File: src/rtl/uart_cmd_wrapper.sv
// Host link stage: pairs two received UART bytes into a 16-bit command and
// serializes response bytes back to the host as 8N1 frames.
`timescale 1ns/1ps

module uart_cmd_wrapper #(
   parameter int BAUD_DIV = 1736,
   parameter int TIMEOUT  = 1000000
) (
   input  logic        clk,
   input  logic        rst_n,
   input  logic [7:0]  rx_data,
   input  logic        rx_rdy,
   output logic        clr_rx_rdy,
   output logic [15:0] cmd,
   output logic        cmd_rdy,
   input  logic        clr_cmd_rdy,
   input  logic [7:0]  resp,
   input  logic        send_resp,
   output logic        resp_sent,
   output logic        tx_busy,
   output logic        TX
);

   localparam int BW = (BAUD_DIV > 1) ? $clog2(BAUD_DIV) : 1;
   localparam int TW = (TIMEOUT > 1) ? $clog2(TIMEOUT) : 1;
   localparam logic [BW-1:0] BAUD_LAST = BW'(BAUD_DIV - 1);
   localparam logic [TW-1:0] TO_LAST   = TW'(TIMEOUT - 1);

   typedef enum logic [1:0] {WAIT_HI, WAIT_LO, HOLD} rx_state_t;
   typedef enum logic {TX_IDLE, TX_SHIFT} tx_state_t;

   rx_state_t       rx_state, rx_state_nxt;
   logic [15:0]     cmd_nxt;
   logic            cmd_rdy_nxt;
   logic            clr_rx_rdy_nxt;
   logic [TW-1:0]   to_cnt, to_cnt_nxt;
   logic            accept;

   tx_state_t       tx_state, tx_state_nxt;
   logic [9:0]      frame, frame_nxt;
   logic [BW-1:0]   baud_cnt, baud_cnt_nxt;
   logic [3:0]      bit_cnt, bit_cnt_nxt;
   logic            tx_busy_nxt;
   logic            resp_sent_nxt;

   // The clear pulse is still in flight while rx_rdy is high, so block a second capture.
   assign accept = rx_rdy & ~clr_rx_rdy;

   always_ff @(posedge clk or negedge rst_n) begin
      if (!rst_n) begin
         rx_state   <= WAIT_HI;
         cmd        <= '0;
         cmd_rdy    <= 1'b0;
         clr_rx_rdy <= 1'b0;
         to_cnt     <= '0;
      end else begin
         rx_state   <= rx_state_nxt;
         cmd        <= cmd_nxt;
         cmd_rdy    <= cmd_rdy_nxt;
         clr_rx_rdy <= clr_rx_rdy_nxt;
         to_cnt     <= to_cnt_nxt;
      end
   end

   always_comb begin
      rx_state_nxt   = rx_state;
      cmd_nxt        = cmd;
      cmd_rdy_nxt    = cmd_rdy;
      clr_rx_rdy_nxt = 1'b0;
      to_cnt_nxt     = to_cnt;
      case (rx_state)
         WAIT_HI: begin
            if (accept) begin
               cmd_nxt[15:8]  = rx_data;
               clr_rx_rdy_nxt = 1'b1;
               to_cnt_nxt     = '0;
               rx_state_nxt   = WAIT_LO;
            end
         end
         WAIT_LO: begin
            if (accept) begin
               cmd_nxt[7:0]   = rx_data;
               clr_rx_rdy_nxt = 1'b1;
               cmd_rdy_nxt    = 1'b1;
               rx_state_nxt   = HOLD;
            end else if (to_cnt == TO_LAST) begin
               to_cnt_nxt   = '0;
               rx_state_nxt = WAIT_HI;
            end else begin
               to_cnt_nxt = to_cnt + 1'b1;
            end
         end
         HOLD: begin
            // Pending bytes stay unacknowledged until the consumer releases cmd.
            if (clr_cmd_rdy) begin
               cmd_rdy_nxt  = 1'b0;
               rx_state_nxt = WAIT_HI;
            end
         end
         default: rx_state_nxt = WAIT_HI;
      endcase
   end

   // TX is the LSB of the shift register; idle fill of ones keeps the line high.
   assign TX = frame[0];

   always_ff @(posedge clk or negedge rst_n) begin
      if (!rst_n) begin
         tx_state  <= TX_IDLE;
         frame     <= '1;
         baud_cnt  <= '0;
         bit_cnt   <= '0;
         tx_busy   <= 1'b0;
         resp_sent <= 1'b0;
      end else begin
         tx_state  <= tx_state_nxt;
         frame     <= frame_nxt;
         baud_cnt  <= baud_cnt_nxt;
         bit_cnt   <= bit_cnt_nxt;
         tx_busy   <= tx_busy_nxt;
         resp_sent <= resp_sent_nxt;
      end
   end

   always_comb begin
      tx_state_nxt  = tx_state;
      frame_nxt     = frame;
      baud_cnt_nxt  = baud_cnt;
      bit_cnt_nxt   = bit_cnt;
      tx_busy_nxt   = tx_busy;
      resp_sent_nxt = 1'b0;
      case (tx_state)
         TX_IDLE: begin
            if (send_resp) begin
               frame_nxt    = {1'b1, resp, 1'b0};
               baud_cnt_nxt = '0;
               bit_cnt_nxt  = '0;
               tx_busy_nxt  = 1'b1;
               tx_state_nxt = TX_SHIFT;
            end
         end
         TX_SHIFT: begin
            if (baud_cnt == BAUD_LAST) begin
               baud_cnt_nxt = '0;
               if (bit_cnt == 4'd9) begin
                  frame_nxt     = '1;
                  tx_busy_nxt   = 1'b0;
                  resp_sent_nxt = 1'b1;
                  tx_state_nxt  = TX_IDLE;
               end else begin
                  frame_nxt   = {1'b1, frame[9:1]};
                  bit_cnt_nxt = bit_cnt + 4'd1;
               end
            end else begin
               baud_cnt_nxt = baud_cnt + 1'b1;
            end
         end
         default: tx_state_nxt = TX_IDLE;
      endcase
   end

endmodule

File: config.mk
export PLATFORM = sky130hd
export DESIGN_NAME = uart_cmd_wrapper
export DESIGN_NICKNAME = d
export VERILOG_FILES = /design/src/rtl/uart_cmd_wrapper.sv
export SDC_FILE = /design/constraint.sdc
export NUM_CORES = 1
export LEC_CHECK = 0
export CAP_MARGIN = 40
export CORE_ASPECT_RATIO = 1.2
export CORE_MARGIN = 3
export CORE_UTILIZATION = 58
export CTS_CLUSTER_DIAMETER = 50
export DETAILED_ROUTE_END_ITERATION = 8
export PLACE_DENSITY = 0.89
export SYNTH_ARGS = -nofsm -noshare
export SYNTH_HDL_FRONTEND = slang
export SYNTH_SLANG_ARGS = --single-unit
File: constraint.sdc
create_clock -name clk -period 3.26 [get_ports clk]
set_input_delay 0.652 -clock clk [delete_from_list [all_inputs] [get_ports clk]]
set_output_delay 0.652 -clock clk [all_outputs]
set_load 0.05 [all_outputs]
==> summary.txt, run 1 <==
DR pass1 iterations -> 5
initial antenna violation count -> 0
Final TNS setup -> 0 ns
port bufs -> 41
final-report max-slew violation count -> 0
CTS resizes -> 0
f_max -> 425 MHz
Setup CP Type -> flop to output pin
latest clock arrival within the worst-skew pair -> 0.34 ns
clock root cell -> clkbuf_8
Cells after Synth -> 323
Nets -> 386
routed length per instance -> 16.4 um
global-route wire length before repair -> 12.3 mm
mux share of post-synthesis cell area -> 6.18%
area occupied by multi-input gates -> 1510 um2
Post-Syn Area -> 3280 um2
top cell family by delay on the critical path -> buffers and inverters
routing usage on met3 -> 6.93%
Final WS setup -> 0.908 ns
register area share after synthesis -> 51.4%
adder-cell share of the synthesized area -> 1.52%
GR Overflow Total -> 0
DR vias/cell -> 6.17
CP max stage delay -> 0.81 ns
FF+latch area -> 1690 um2
Core Footprint -> 5370 um2
die area -> 6600 um2
fin crit period -> 2.35 ns
Post-synth ARST share -> 100%
final-report setup violation count -> 0
compound-cell area share of the yosys netlist -> 16.6%
worst rel slew slack -> 42.4%
DRT iter0 DRCs -> 157
Peak VDD IR -> 0.000750 V
vias in the first global route -> 2679
slowest CP cell -> clkdlybuf4s50_1
Clock Path Buffers -> 2
pre-CTS setup slack -> 0.846 ns
post-CTS setup buffers -> 0
chip width -> 74.7 um
synthesized net count -> 348
Hold Buf Count CTS -> 0
worst-margin pin slew -> 0.862 ns
GRT busiest layer -> met2
final wirelength -> 7.00 mm
YS warnings -> 0
Worst-path clk slew -> 0.07 ns
status -> complete, no violations
Critical path buffers and inverters -> 1
Worst setup EP type -> output pin
Netlist cell types -> 46
TritonCTS buffer count -> 9
Power Density -> 746 nW/um2
via count -> 2641
GPL Wtd Cong -> 0.817
fraction of layout cells with a size suffix above 1 -> 14.8%
largest net degree at the start of global routing -> 61
post-synthesis simple-gate area fraction -> 20.5%
number of synthesized flops with an enable pin -> 0
crit-path max FO -> 3
Final period util -> 72.1%
DRT antenna net count -> 0
Syn Area/Cell -> 10.2 um2
Hold Path Class -> primary input to async pin
leakage -> 0.00165 uW
DPL Wire Length -> 4.71 mm
RSZ-0062 raised after global routing -> no
startpoint types -> flop
largest family of logic cells by synthesized area -> simple AND/OR/NAND/NOR gates
skew final -> 0.00684 ns
Total GRT Usage -> 24.5%
Die Span Y -> 88.4 um
Worst Path Required -> 2.61 ns
top_reg_cell synth -> dfrtp_1
CTS Sinks -> 67
CP cell instances -> clkdlybuf4s50_1
most common cell after layout, fill and taps aside -> dfrtp_1
final core occ -> 73.4%
CTS tree -> built
#FFs+latches synth -> 67
# fillers -> 361
XOR/XNOR share of the synthesized area -> 1.07%
H-Tree Depth -> 3
P&R area growth vs syn -> 20.1%
most frequent cells in the layout -> 58 x dfrtp_1, 40 x clkdlybuf4s50_1, 31 x nor2_1
io pins -> 42
Cell Rows -> 29
GR Util met2 -> 38.0%
Fin. Hold Viols -> 0
met1 GRT Util -> 31.2%
Initial Util -> 61.1%
Antenna Cells -> 0
max cap viols -> 0
DRC viols -> 0
CP arrival -> 1.70 ns
## per-stage QoR
step | hold slack (ns) | area [um2] | std cells | total power, uW
4_1_cts | 0.131 | 3940 | 428 | 2950
2_1_floorplan | 0.356 | 3280 | 323 | 1800
6_report | 0.135 | 3940 | 428 | 2940
5_1_grt | 0.127 | 3940 | 428 | 3090
3_3_place_gp | 0.483 | 3720 | 412 | 2170
3_5_place_dp | 0.495 | 3720 | 412 | 2190
## Yosys cell counts, types with 2 or more instances
cell,n,share of area (%)
a21oi_1,10,1.5
a31oi_1,20,3.8
a41oi_1,6,1.6
and2_1,3,0.57
and3_1,6,1.1
and4_1,3,0.80
buf_2,4,0.61
clkbuf_1,13,1.5
dfrtp_1,58,44
dfstp_2,9,7.2
ha_1,4,1.5
inv_1,4,0.46
mux2_2,18,6.2
nand2_1,27,3.1
nand2b_1,11,2.1
nand3_1,15,2.3
nand3b_1,2,0.46
nand4_1,5,0.95
nand4b_1,3,0.80
nor2_1,31,3.5
nor2b_1,5,0.95
nor3_1,2,0.31
nor4_4,2,1.3
o21ai_0,24,3.7
o21ai_1,5,0.76
o22ai_1,6,1.1
o31ai_1,6,1.4
xor2_1,3,0.80
## registers in the layout, indices dropped and copies added (netlist names)
register and flops:
to_cnt 20, cmd 16, baud_cnt 11, frame 9
bit_cnt 4, rx_state 2, clr_rx_rdy 1, cmd_rdy 1
resp_sent 1, tx_busy 1, tx_state 1
## where the power goes
| part | total (uW) | internal, uW | leakage, uW | switching [uW] |
|---|---|---|---|---|
| Clock | 756 | 452 | 0.000111 | 304 |
| Combinational | 1100 | 398 | 0.000705 | 705 |
| Sequential | 1080 | 974 | 0.000833 | 109 |
## cell type report
class	count	share of cell area, %
Sequential cell	67	42.8
Multi-Input combinational cell	234	38.2
Timing Repair Buffer	45	11.0
Clock buffer	12	3.68
Tap cell	62	1.97
Clock inverter	4	1.87
Inverter	4	0.381
## layer usage
metal,vias to the layer above,routed length [um]
met4,0,177
met2,90,3510
met5,-,0
li1,1264,-
met1,1272,2930
met3,15,388
## worst paths after layout
path                                  start     endpoint  slack [ns]  cells after the start
max in group asynchronous             rst_n    to_cnt[9]        2.17                      2
worst max-delay path               frame[0]           TX        0.91                      1
worst min-delay path                  rst_n  baud_cnt[9]        0.13                      1
worst min register to register     frame[3]     frame[3]        0.51                      2
worst max register to register  baud_cnt[0]   bit_cnt[3]        0.92                      6
min in group clk                   frame[3]     frame[3]        0.51                      2
## logic make-up after synthesis
group,count (synthesis)
fa+ha+maj,4
simple gates,123
flops,67
buf+inv,22
compound gates,85
xor+xnor,4
mux,18
No activity file was read; power rests on OpenSTA's default activity.
==> run 2, diff against run 1 <==
--- a/config.mk
+++ b/config.mk
@@ -8,10 +8,10 @@
 export CAP_MARGIN = 40
 export CORE_ASPECT_RATIO = 1.2
 export CORE_MARGIN = 3
-export CORE_UTILIZATION = 58
+export CORE_UTILIZATION = 55
 export CTS_CLUSTER_DIAMETER = 50
 export DETAILED_ROUTE_END_ITERATION = 8
-export PLACE_DENSITY = 0.89
+export PLACE_DENSITY = 0.85
 export SYNTH_ARGS = -nofsm -noshare
 export SYNTH_HDL_FRONTEND = slang
 export SYNTH_SLANG_ARGS = --single-unit
==> constraint.sdc (replaced) <==
create_clock -name clk -period 2.4 [get_ports clk]
set_input_delay 0.48 -clock clk [delete_from_list [all_inputs] [get_ports clk]]
set_output_delay 0.48 -clock clk [all_outputs]
set_load 0.05 [all_outputs]
==> summary.txt, run 2 (same netlist as run 1, synthesis figures left out) <==
top flop regs -> to_cnt x20, cmd x16, baud_cnt x11
CTS tree -> built
max cap viols -> 0
post-CTS setup buffers -> 0
most frequent cells in the layout -> 58 x dfrtp_1, 40 x clkdlybuf4s50_1, 31 x nor2_1
TritonCTS buffer count -> 9
Area after DPL -> 3810 um2
post-route cell area -> 4010 um2
max FFs per register -> 20
GPL Wtd Cong -> 0.874
Setup CP Type -> flop to output pin
CP cell instances -> clkdlybuf4s50_1
routed length per instance -> 15.6 um
CTS resizes -> 0
GR Overflow Total -> 0
via count -> 2643
final wirelength -> 7.08 mm
Worst setup EP type -> output pin
f_max -> 459 MHz
RSZ-0062 raised after global routing -> no
Antenna Cells -> 0
final-report setup violation count -> 0
Final period util -> 90.8%
global-route wire length before repair -> 12.2 mm
leakage -> 0.00167 uW
vias in the first global route -> 2622
total power -> 3940 uW
DPL Wire Length -> 4.90 mm
Peak VDD IR -> 0.000986 V
CP max stage delay -> 0.81 ns
final core occ -> 70.3%
chip width -> 76.5 um
# fillers -> 425
Core Footprint -> 5710 um2
Largest Register -> to_cnt
Cell Rows -> 30
Nets -> 393
Worst Path Required -> 1.92 ns
Clock Path Buffers -> 2
H-Tree Depth -> 3
Fin. Hold Viols -> 0
slowest CP cell -> clkdlybuf4s50_1
Initial Util -> 57.5%
die area -> 6930 um2
fraction of layout cells with a size suffix above 1 -> 16.9%
DRT iter0 DRCs -> 206
Worst-path clk slew -> 0.07 ns
worst rel slew slack -> 59.5%
Hold Slack -> 0.0804 ns
io pins -> 42
DR pass1 iterations -> 4
initial antenna violation count -> 0
Hold Buf Count CTS -> 0
CTS Sinks -> 67
DR vias/cell -> 5.83
status -> complete, no violations
P&R area growth vs syn -> 22.3%
top cell family by delay on the critical path -> buffers and inverters
most common cell after layout, fill and taps aside -> dfrtp_1
worst-margin pin slew -> 0.606 ns
clock root cell -> clkbuf_8
CP arrival -> 1.70 ns
Final TNS setup -> 0 ns
fin crit period -> 2.18 ns
final-report max-slew violation count -> 0
port bufs -> 41
startpoint types -> flop
latest clock arrival within the worst-skew pair -> 0.35 ns
Power Density -> 982 nW/um2
Die Span Y -> 90.6 um
Critical path buffers and inverters -> 1
DRT antenna net count -> 0
Total GRT Usage -> 21.9%
DRC viols -> 0
crit-path max FO -> 3
largest net degree at the start of global routing -> 49
Hold Path Class -> primary input to async pin
skew final -> 0.00815 ns
run 2: cell types whose count changed in the layout (fill, tap and decap cells not counted):
cell        delta
clkinvlp_4     +4
clkinv_4       -1
clkbuf_1       -2
bufinv_16      -1
buf_12         +1
buf_4          +6
run 2: final cells by class:
class | instances | area (um2) | share of cell area [%]
Multi-Input combinational cell | 234 | 1510 | 37.5
Inverter | 4 | 15.0 | 0.374
Clock buffer | 10 | 138 | 3.43
Tap cell | 80 | 100 | 2.49
Sequential cell | 67 | 1690 | 42.1
Clock inverter | 6 | 65.1 | 1.62
Timing Repair Buffer | 52 | 500 | 12.5
run 2: metal layers:
layer	part of all wire, %	GRT usage (%)	vias up
li1	-	-	1270
met1	42	26.7	1291
met2	51	36.2	72
met3	6.2	5.69	10
met4	1.6	10.4	0
met5	0	0	-
run 2: metrics by stage:
step | setup slack (ns) | std cells
finish | 0.221 | 453
global route | 0.0687 | 453
CTS | 0.208 | 453
detailed placement | 0.184 | 437
global placement | 0.235 | 437
floorplan | 0.408 | 323
run 2: worst paths after layout:
check	start	end	slack, ns	cells after the start
max	frame[0]	TX	0.22	1
min	rst_n	baud_cnt[10]	0.08	1
max reg2reg	to_cnt[15]	to_cnt[15]	0.24	6
min reg2reg	baud_cnt[7]	baud_cnt[7]	0.50	1
max in group asynchronous	rst_n	frame[3]	1.66	2
min in group clk	baud_cnt[7]	baud_cnt[7]	0.50	1
run 2: power breakdown:
part	switching (uW)	total, uW	leakage, uW	internal (uW)
Clock	450	955	0.0000905	505
Sequential	136	1460	0.000833	1320
Combinational	963	1530	0.000746	563
Total	1550	3940	0.00167	2390
==> run 3, diff against run 2 <==
--- a/config.mk
+++ b/config.mk
@@ -5,13 +5,14 @@
 export SDC_FILE = /design/constraint.sdc
 export NUM_CORES = 1
 export LEC_CHECK = 0
-export CAP_MARGIN = 40
+export CAP_MARGIN = 20
 export CORE_ASPECT_RATIO = 1.2
 export CORE_MARGIN = 3
 export CORE_UTILIZATION = 55
 export CTS_CLUSTER_DIAMETER = 50
 export DETAILED_ROUTE_END_ITERATION = 8
 export PLACE_DENSITY = 0.85
+export SLEW_MARGIN = 0
 export SYNTH_ARGS = -nofsm -noshare
 export SYNTH_HDL_FRONTEND = slang
 export SYNTH_SLANG_ARGS = --single-unit
==> results of run 3 <==
The final DEF is identical to that of run 2; final timing and power are the same.
==> variant (flow settings as in run 2) <==
Reset style: synchronous (`rst_n`), changed in 2 clocked blocks.
--- a/src/rtl/uart_cmd_wrapper.sv
+++ b/src/rtl/uart_cmd_wrapper.sv
@@ -46,7 +46,7 @@
    // The clear pulse is still in flight while rx_rdy is high, so block a second capture.
    assign accept = rx_rdy & ~clr_rx_rdy;
 
-   always_ff @(posedge clk or negedge rst_n) begin
+   always_ff @(posedge clk) begin
       if (!rst_n) begin
          rx_state   <= WAIT_HI;
          cmd        <= '0;
@@ -104,7 +104,7 @@
    // TX is the LSB of the shift register; idle fill of ones keeps the line high.
    assign TX = frame[0];
 
-   always_ff @(posedge clk or negedge rst_n) begin
+   always_ff @(posedge clk) begin
       if (!rst_n) begin
          tx_state  <= TX_IDLE;
          frame     <= '1;
Function: differs if rst_n is asserted again (counterexample within 4 cycles, from zero or initial values and one cycle with rst_n low); with rst_n held inactive, the same outputs for 10 cycles.
==> variant against run 2 <==
Routed wire length is 1.1% higher; worst setup slack improved by 0.051 ns; design area down 6.9%; sequential cell count unchanged; synthesized area decreased by 5.9%; critical path type is now flip-flop to flip-flop.
Power is not compared: it rests on default switching activity, and its combinational part moved more than twofold at a synthesized area within 25%.
==> variant: results (changes against run 2) <==
stage	metric	value	unit	change
outcome	status	completed		
logic_synthesis	mappedNetlistNets	398		+14%
placed_design	dpl_cell_area	3545	µm²	-7.0%
critical_path	cp.arrival	2.36	ns	+0.66 ns
logic_synthesis	ys_seq_area_share	43.45	%	-8.0 points
logic_synthesis	async_reset_ff_share	0	%	-100 points
logic_synthesis	synth_common_cells	dfxtp_1 (67), nand2_1 (64), a21oi_1 (32)		
placed_design	gp_congestion	0.8624		-1.3%
global_route	grt_max_degree	22		-55%
timing	worst_clock_skew	0.007860	ns	-0.0002854 ns
timing	max_slew_margin	53.11	%	-6.4 points
final_layout	nNetsFinal	441		+12%
global_route	grt_usage	23.21	%	+1.3 points
critical_path	r2r_slack	0.27	ns	+0.03 ns
routing	drt_iter0_markers	174		-16%
placed_design	hpwlAfterDp	5.078	mm	+3.6%
critical_path	critPathSlowestCell	or3_1		
final_layout	finalNonFillerCells	483		+6.6%
critical_path	reg2reg_to	to_cnt[8]$_SDFFE_PN0P_		
final_layout	post_route_cells_drive_above_1_share	9.026	%	-7.9 points
hold_path	worstHoldPathType	flip-flop to flip-flop		
final_layout	antenna_cells	0		unchanged
critical_path	r2r_cells	7		+1
timing	whs	0.4573	ns	+0.3768 ns
clocking	clock_latency	0.35	ns	about the same
logic_synthesis	postSynthAreaPerCell	8.275	µm²	-19%
clocking	clk_pin_slew	0.07	ns	about the same
final_layout	nFillCells	409		-3.8%
routing	wire_per_inst	14.82	µm	-5.2%
critical_path	r2r_start	to_cnt[0]$_SDFFE_PN0P_		
routing	vias	2835		+7.3%
logic_synthesis	synth_cell_types	48		+4.3%
global_route	grt_pass1_wl	11.77	mm	-3.6%
final_layout	reg.largest.list	to_cnt: 20 flops, cmd: 16 flops, baud_cnt: 11 flops		
routing	drt-pass1-iter-count	4		unchanged
placed_design	preCtsSetupSlack	0.1750	ns	-0.009024 ns
power	p_int	1.754	mW	
clocking	h-tree-depth	3		unchanged
final_layout	syn2layout_area_growth	21.08	%	
clocking	cts_root_buffer	clkbuf_8		
critical_path	cp_slowest_stage_delay	0.49	ns	-0.32 ns
logic_synthesis	ys_top_cells_by_area	dfxtp_1 (43%), nand2_1 (7.8%), a21oi_1 (5.2%)		
critical_path	critPathMaxFanout	12		+9
power	p_leak	1.300	nW	
placed_design	placed_cells	467		+6.9%
variant: area by class of cell:
type / instances / area share (%)
well taps: 62 / 2.076
repair buffers: 48 / 12.39
clock inverters: 6 / 1.741
inverters: 6 / 0.6026
flip-flops and latches: 67 / 35.89
clock buffers: 10 / 3.415
multi-input cells: 284 / 43.89
variant: routing by layer:
metal | global-route usage, % | wire length, µm | share of wire (%)
met5 | 0 | 0 | 0
met3 | 5.855 | 295 | 4.1
met1 | 25.71 | 2872 | 40
met4 | 12.78 | 132 | 1.8
met2 | 39.97 | 3856 | 54
variant: cells by family (layout without fill, tap and decap cells):
logic type / Yosys count / after routing / share of synthesized area (%)
xor+xnor: 13 / 13 / 3.689
mux: 2 / 2 / 0.6486
fa+ha+maj: 4 / 4 / 1.621
compound gates: 82 / 82 / 16.50
flops: 67 / 67 / 43.45
simple gates: 183 / 183 / 30.69
buf+inv: 22 / 70 / 3.405
variant: worst max-delay path: cells and delay by family, from the launching register on:
kind / cells / cell delay (ns)
DFF: 1 / 0.38
AOI/OAI and AO/OA: 1 / 0.24
buffers and inverters: 1 / 0.21
and+or+nand+nor: 4 / 0.94
adders and majority gates: 1 / 0.26
variant: worst max path at each step:
stage / end / startpoint / slack, ns
3_3_place_gp: to_cnt[19]$_SDFFE_PN0P_ / rx_rdy / 0.20
5_1_grt: to_cnt[19]$_SDFFE_PN0P_ / to_cnt[5]$_SDFFE_PN0P_ / 0.14
2_1_floorplan: to_cnt[19]$_SDFFE_PN0P_ / clr_rx_rdy$_SDFF_PN0_ / 0.39
6_report: to_cnt[8]$_SDFFE_PN0P_ / to_cnt[0]$_SDFFE_PN0P_ / 0.27
3_5_place_dp: to_cnt[19]$_SDFFE_PN0P_ / rx_rdy / 0.18
4_1_cts: clr_rx_rdy / clr_rx_rdy$_SDFF_PN0_ / 0.28
